### src/rtl/pc_pkg.sv
// rtl/pc_pkg.sv - shared defaults and address type for the program counter
//
// Purpose: default address width, sequential step and reset address used by
// program_counter and pc_incr, plus the matching address typedef.
// Ports: none (package).
// Optional feature macro used by the slice: PC_MISALIGN_EN.

package pc_pkg;

  localparam int ADDR_W = 32;
  localparam int PC_STEP = 4;
  localparam logic [31:0] RESET_ADDR = 32'h0000_0000;

  typedef logic [ADDR_W-1:0] addr_t;

endpackage

### src/rtl/pc_incr.sv
// rtl/pc_incr.sv - combinational PC incrementer with modulo-2^ADDR_W wrap
//
// Purpose: produces pc + PC_STEP; the carry out of the top bit is dropped so
// the address wraps silently.
// Ports:
//   pc      in  ADDR_W  current program counter
//   pcNext  out ADDR_W  pc + PC_STEP (wrapped)

module pc_incr #(
  parameter int ADDR_W = pc_pkg::ADDR_W,
  parameter int PC_STEP = pc_pkg::PC_STEP
) (
  input  logic [ADDR_W-1:0] pc,
  output logic [ADDR_W-1:0] pcNext
);

  import pc_pkg::*;

  assign pcNext = pc + ADDR_W'(PC_STEP);

endmodule

### src/rtl/program_counter.sv
// rtl/program_counter.sv - fetch-stage program counter register
//
// Purpose: holds the current instruction address; every rising clk edge it
// either advances by PC_STEP or loads the branch target.
// Optional feature macro: PC_MISALIGN_EN (branch targets are word-aligned and
// a registered misaligned flag is reported).
// Ports:
//   clk         in  1       clock, rising edge
//   reset       in  1       asynchronous active-low reset
//   addrIn      in  ADDR_W  branch target address
//   branch      in  1       1 = load addrIn, 0 = advance by PC_STEP
//   addrOut     out ADDR_W  current PC (registered)
//   misaligned  out 1       only with PC_MISALIGN_EN: previous branch target
//                           had nonzero low bits

module program_counter #(
  parameter int ADDR_W = pc_pkg::ADDR_W,
  parameter int PC_STEP = pc_pkg::PC_STEP,
  parameter logic [ADDR_W-1:0] RESET_ADDR = ADDR_W'(pc_pkg::RESET_ADDR)
) (
  input  logic              clk,
  input  logic              reset,
  input  logic [ADDR_W-1:0] addrIn,
  input  logic              branch,
  output logic [ADDR_W-1:0] addrOut
`ifdef PC_MISALIGN_EN
  ,
  output logic              misaligned
`endif
);

  import pc_pkg::*;

  logic [ADDR_W-1:0] seqAddr;
  logic [ADDR_W-1:0] branchAddr;
  logic [ADDR_W-1:0] nextAddr;

  pc_incr #(
    .ADDR_W (ADDR_W),
    .PC_STEP(PC_STEP)
  ) u_incr (
    .pc    (addrOut),
    .pcNext(seqAddr)
  );

`ifdef PC_MISALIGN_EN
  // Targets are forced onto a word boundary; the dropped bits are flagged.
  assign branchAddr = {addrIn[ADDR_W-1:2], 2'b00};
`else
  assign branchAddr = addrIn;
`endif

  always_comb begin
    nextAddr = seqAddr;
    if (branch) begin
      nextAddr = branchAddr;
    end
  end

  always_ff @(posedge clk or negedge reset) begin
    if (!reset) begin
      addrOut <= RESET_ADDR;
    end else begin
      addrOut <= nextAddr;
    end
  end

`ifdef PC_MISALIGN_EN
  always_ff @(posedge clk or negedge reset) begin
    if (!reset) begin
      misaligned <= 1'b0;
    end else begin
      misaligned <= branch && (addrIn[1:0] != 2'b00);
    end
  end
`endif

endmodule

### config.mk
export PLATFORM = sky130hd
export DESIGN_NAME = program_counter
export DESIGN_NICKNAME = d
export VERILOG_FILES = /design/src/rtl/pc_pkg.sv /design/src/rtl/pc_incr.sv /design/src/rtl/program_counter.sv
export SDC_FILE = /design/constraint.sdc
export NUM_CORES = 1
export LEC_CHECK = 0
export ABC_CLOCK_PERIOD_IN_PS = 3500
export BUFFER_PORTS_ARGS = -buffer_cell sky130_fd_sc_hd__buf_2
export CORE_UTILIZATION = 54
export CTS_BUF_LIST = sky130_fd_sc_hd__clkbuf_2 sky130_fd_sc_hd__clkbuf_4 sky130_fd_sc_hd__clkbuf_8
export DETAILED_ROUTE_END_ITERATION = 10
export GPL_TIMING_DRIVEN = 0
export PLACE_DENSITY = 0.95
export SLEW_MARGIN = 20
export SYNTH_ARGS = -nofsm -noshare
export SYNTH_HDL_FRONTEND = slang
export SYNTH_SLANG_ARGS = --single-unit
### constraint.sdc
create_clock -name clk -period 3.5 [get_ports clk]
set_clock_uncertainty 0.05 [all_clocks]
set_input_delay 0.7 -clock clk [delete_from_list [all_inputs] [get_ports clk]]
set_output_delay 0.7 -clock clk [all_outputs]
set_load 0.005 [all_outputs]
==> metrics.csv <==
stage;metric;value;unit
place;port_buffers;65;
sta;hold_violations;0;
grt;first_global_vias;1700;
clock_network;cts-root-buf;clkbuf_4;
cells_and_area;final_cell_area;2240;um2
clock_network;cts_buffer_depth;2;
floorplanning;io-pin-count;67;
run;drv_cap;0;
sta;tightest_slew;0.712;ns
floorplanning;start_util;0.572;
clock_network;ctsHoldBuffers;0;
sta;rsz0062_at_grt;no;
cells_and_area;synthToLayoutAreaGrowth;27.0;%
sta;max_freq;0.461;GHz
logic_synthesis;synth_seq_cells;32;
clock_network;htreeDepth;2;
floorplanning;fp.dieW;59.1;um
routing;routed_wl;4500;um
sta;worst_slack;1.33;ns
sta;relSlewSlack;0.525;
sta;setup-tns-final;0;ns
power_and_ir_drop;vdd_drop_max;0.391;mV
logic_synthesis;synth_warnings;0;
cells_and_area;diodes;0;
clock_network;clock-sinks;32;
cells_and_area;fin_util;0.726;
routing;drc_errors;0;
floorplanning;rows;20;
grt;grt_pass1_wl;7200;um
routing;final_antenna_net_count;0;
routing;firstDrtPassIters;4;
floorplanning;die_area;3490;um2
sta;setup_viol;0;
worst_setup_path;required;3.73;ns
routing;drtIter0Drc;102;
clock_network;cts_tree;yes;
clock_network;clk_latency;0.35;ns
floorplanning;coreArea;3080;um2
cells_and_area;drive_above_1_share;0.295;
logic_synthesis;syn_avg_cell_area;9.03;um2
worst_setup_path;arrival;2.40;ns
place;place_area;2140;um2
logic_synthesis;syn-cell-area;1760;um2
cells_and_area;largest_reg_flops;32;
routing;wl_per_cell;14.4;um
place;dp_slack;1.41;ns
grt;grt_max_degree;33;
worst_setup_path;crit_path_end_kind;flip-flop;
sta;fin_crit_sh;0.620;
worst_hold_path;hp-class;in -> async;
cells_and_area;final_nets;303;
grt;antenna_found_initial;0;
logic_synthesis;ys_seq_area_frac;0.455;
power_and_ir_drop;powerDensity;424;nW/um2
clock_network;worst_setup_hold_path_clk_slew;0.11;ns
power_and_ir_drop;power_leakage;0.951;nW
worst_setup_path;crit_path_start_kind;flip-flop;
cells_and_area;top_register;addrOut;
routing;vias_per_cell;5.83;
cells_and_area;largestRegisters;addrOut x32;
clock_network;cts-resized-gates;0;
sta;fin_crit;2.17;ns
routing;num_vias;1818;
grt;grt-ovfl-total;0;
grt;track_usage;0.278;
clock_network;cts_setup_buffers;0;
worst_setup_path;crit_fanout;10;
place;hpwl;3190;um
worst_setup_path;crit_type;reg -> reg;
logic_synthesis;syn_nets;231;
sta;slew_viol_final;0;
outcome;status;complete, no violations;
logic_synthesis;ys_types;25;
cells_and_area;fill_cells;249;
floorplanning;die_y;59.1;um
clock_network;numCtsBuffers;5;
place;routabilityCongestion;0.826;
logic_synthesis;synth_cells;195;
==> where the power goes <==
group | internal, mW | switching, mW
Clock | 0.190 | 0.133
Sequential | 0.406 | 0.0519
Combinational | 0.0820 | 0.0855
Total | 0.678 | 0.270
==> kinds of logic (layout without fill, tap and decap cells) <==
kind of cell             after synthesis  count (layout)  synth area share
AND/OR/NAND/NOR                       91              91             0.279
AO/OA/AOI/OAI                         41              41             0.134
flip-flops                            32              32             0.455
XOR/XNOR                              15              15            0.0746
buffers and inverters                 11              84            0.0242
multiplexers                           4               4            0.0256
adder cells (fa/ha/maj)                1               1           0.00711
==> worst paths after layout <==
check | to | slack, ns | start | cells after the start
worst max-delay path | addrOut[22]$_DFF_PN0_ | 1.33 | addrOut[2]$_DFF_PN0_ | 6
worst min-delay path | addrOut[28]$_DFF_PN0_ | 0.33 | reset | 1
worst max register to register | addrOut[22]$_DFF_PN0_ | 1.33 | addrOut[2]$_DFF_PN0_ | 6
worst min register to register | addrOut[0]$_DFFE_PN0P_ | 0.47 | addrOut[0]$_DFFE_PN0P_ | 1
max in group asynchronous | addrOut[3]$_DFF_PN0_ | 2.59 | reset | 1
min in group clk | addrOut[0]$_DFFE_PN0P_ | 0.47 | addrOut[0]$_DFFE_PN0P_ | 1
==> critical path, cell delays in order (launching register included) <==
cell and delay (ns):
dfrtp_1 0.45, ha_1 0.30, and4_1 0.21, nand4_1 0.21, clkbuf_1 0.29, or3_1 0.40, a31oi_1 0.18
==> per-layer routing <==
layer	share of wire	up-vias	wire length (um)	GRT usage
li1	-	864	-	-
met1	0.42	868	1910	0.337
met2	0.48	74	2180	0.459
met3	0.069	12	308	0.0590
met4	0.023	0	105	0.160
met5	0	-	0	0
==> Yosys cell counts <==
cell type,instances,area (um2)
o21ai_0,22,110
inv_1,1,3.75
nor3_1,2,10.0
clkinv_1,1,3.75
buf_2,1,5.00
nand4_1,9,56.3
nor2_1,16,60.1
o31ai_1,6,45.0
a31oi_1,13,81.3
and2_1,1,6.26
and3_1,5,31.3
nand3_1,10,50.1
nand2_1,25,93.8
clkbuf_1,8,30.0
dfrtp_1,32,801
nand4_4,1,21.3
mux2_2,4,45.0
or4_1,7,52.6
xnor2_1,8,70.1
nor4_1,1,6.26
or3_1,7,43.8
ha_1,1,12.5
and4_1,6,52.6
nor3b_1,1,7.51
xor2_1,7,61.3
==> per-stage QoR <==
stage,hold slack (ns),total power [mW],std cells
finish,0.332,0.948,312
global route,0.390,0.988,312
CTS,0.357,0.949,312
detailed placement,0.458,0.631,304
global placement,0.439,0.621,304
floorplan,0.354,0.541,195
==> cells in the final DEF, fill, tap and decap left out <==
cell and count:
nand2_1 25, o31ai_1 6, clkinv_1 1, nor3_1 2, and2_1 1, nor3b_1 1, clkbuf_4 5, ha_1 1
or4_1 7, nor2_1 16, and3_1 5, clkbuf_8 2, xnor2_1 8, nand3_1 10, clkbuf_1 8, a31oi_1 13
nand4_1 9, nand4_4 1, o21ai_0 22, inv_1 1, buf_2 66, dfrtp_1 32, or3_1 7, nor4_1 1
and4_1 6, mux2_2 4, bufinv_16 1, xor2_1 7
==> cell type report <==
type	instances	area [um2]	area share
Multi-Input combinational cell	152	917	0.410
Sequential cell	32	801	0.358
Timing Repair Buffer	65	325	0.145
Clock buffer	7	65.1	0.0291
Tap cell	44	55.1	0.0246
Buffer	9	35.0	0.0157
Clock inverter	1	30.0	0.0134
Inverter	2	7.51	0.00336
Note: power is estimated with default switching activity, not from simulation.
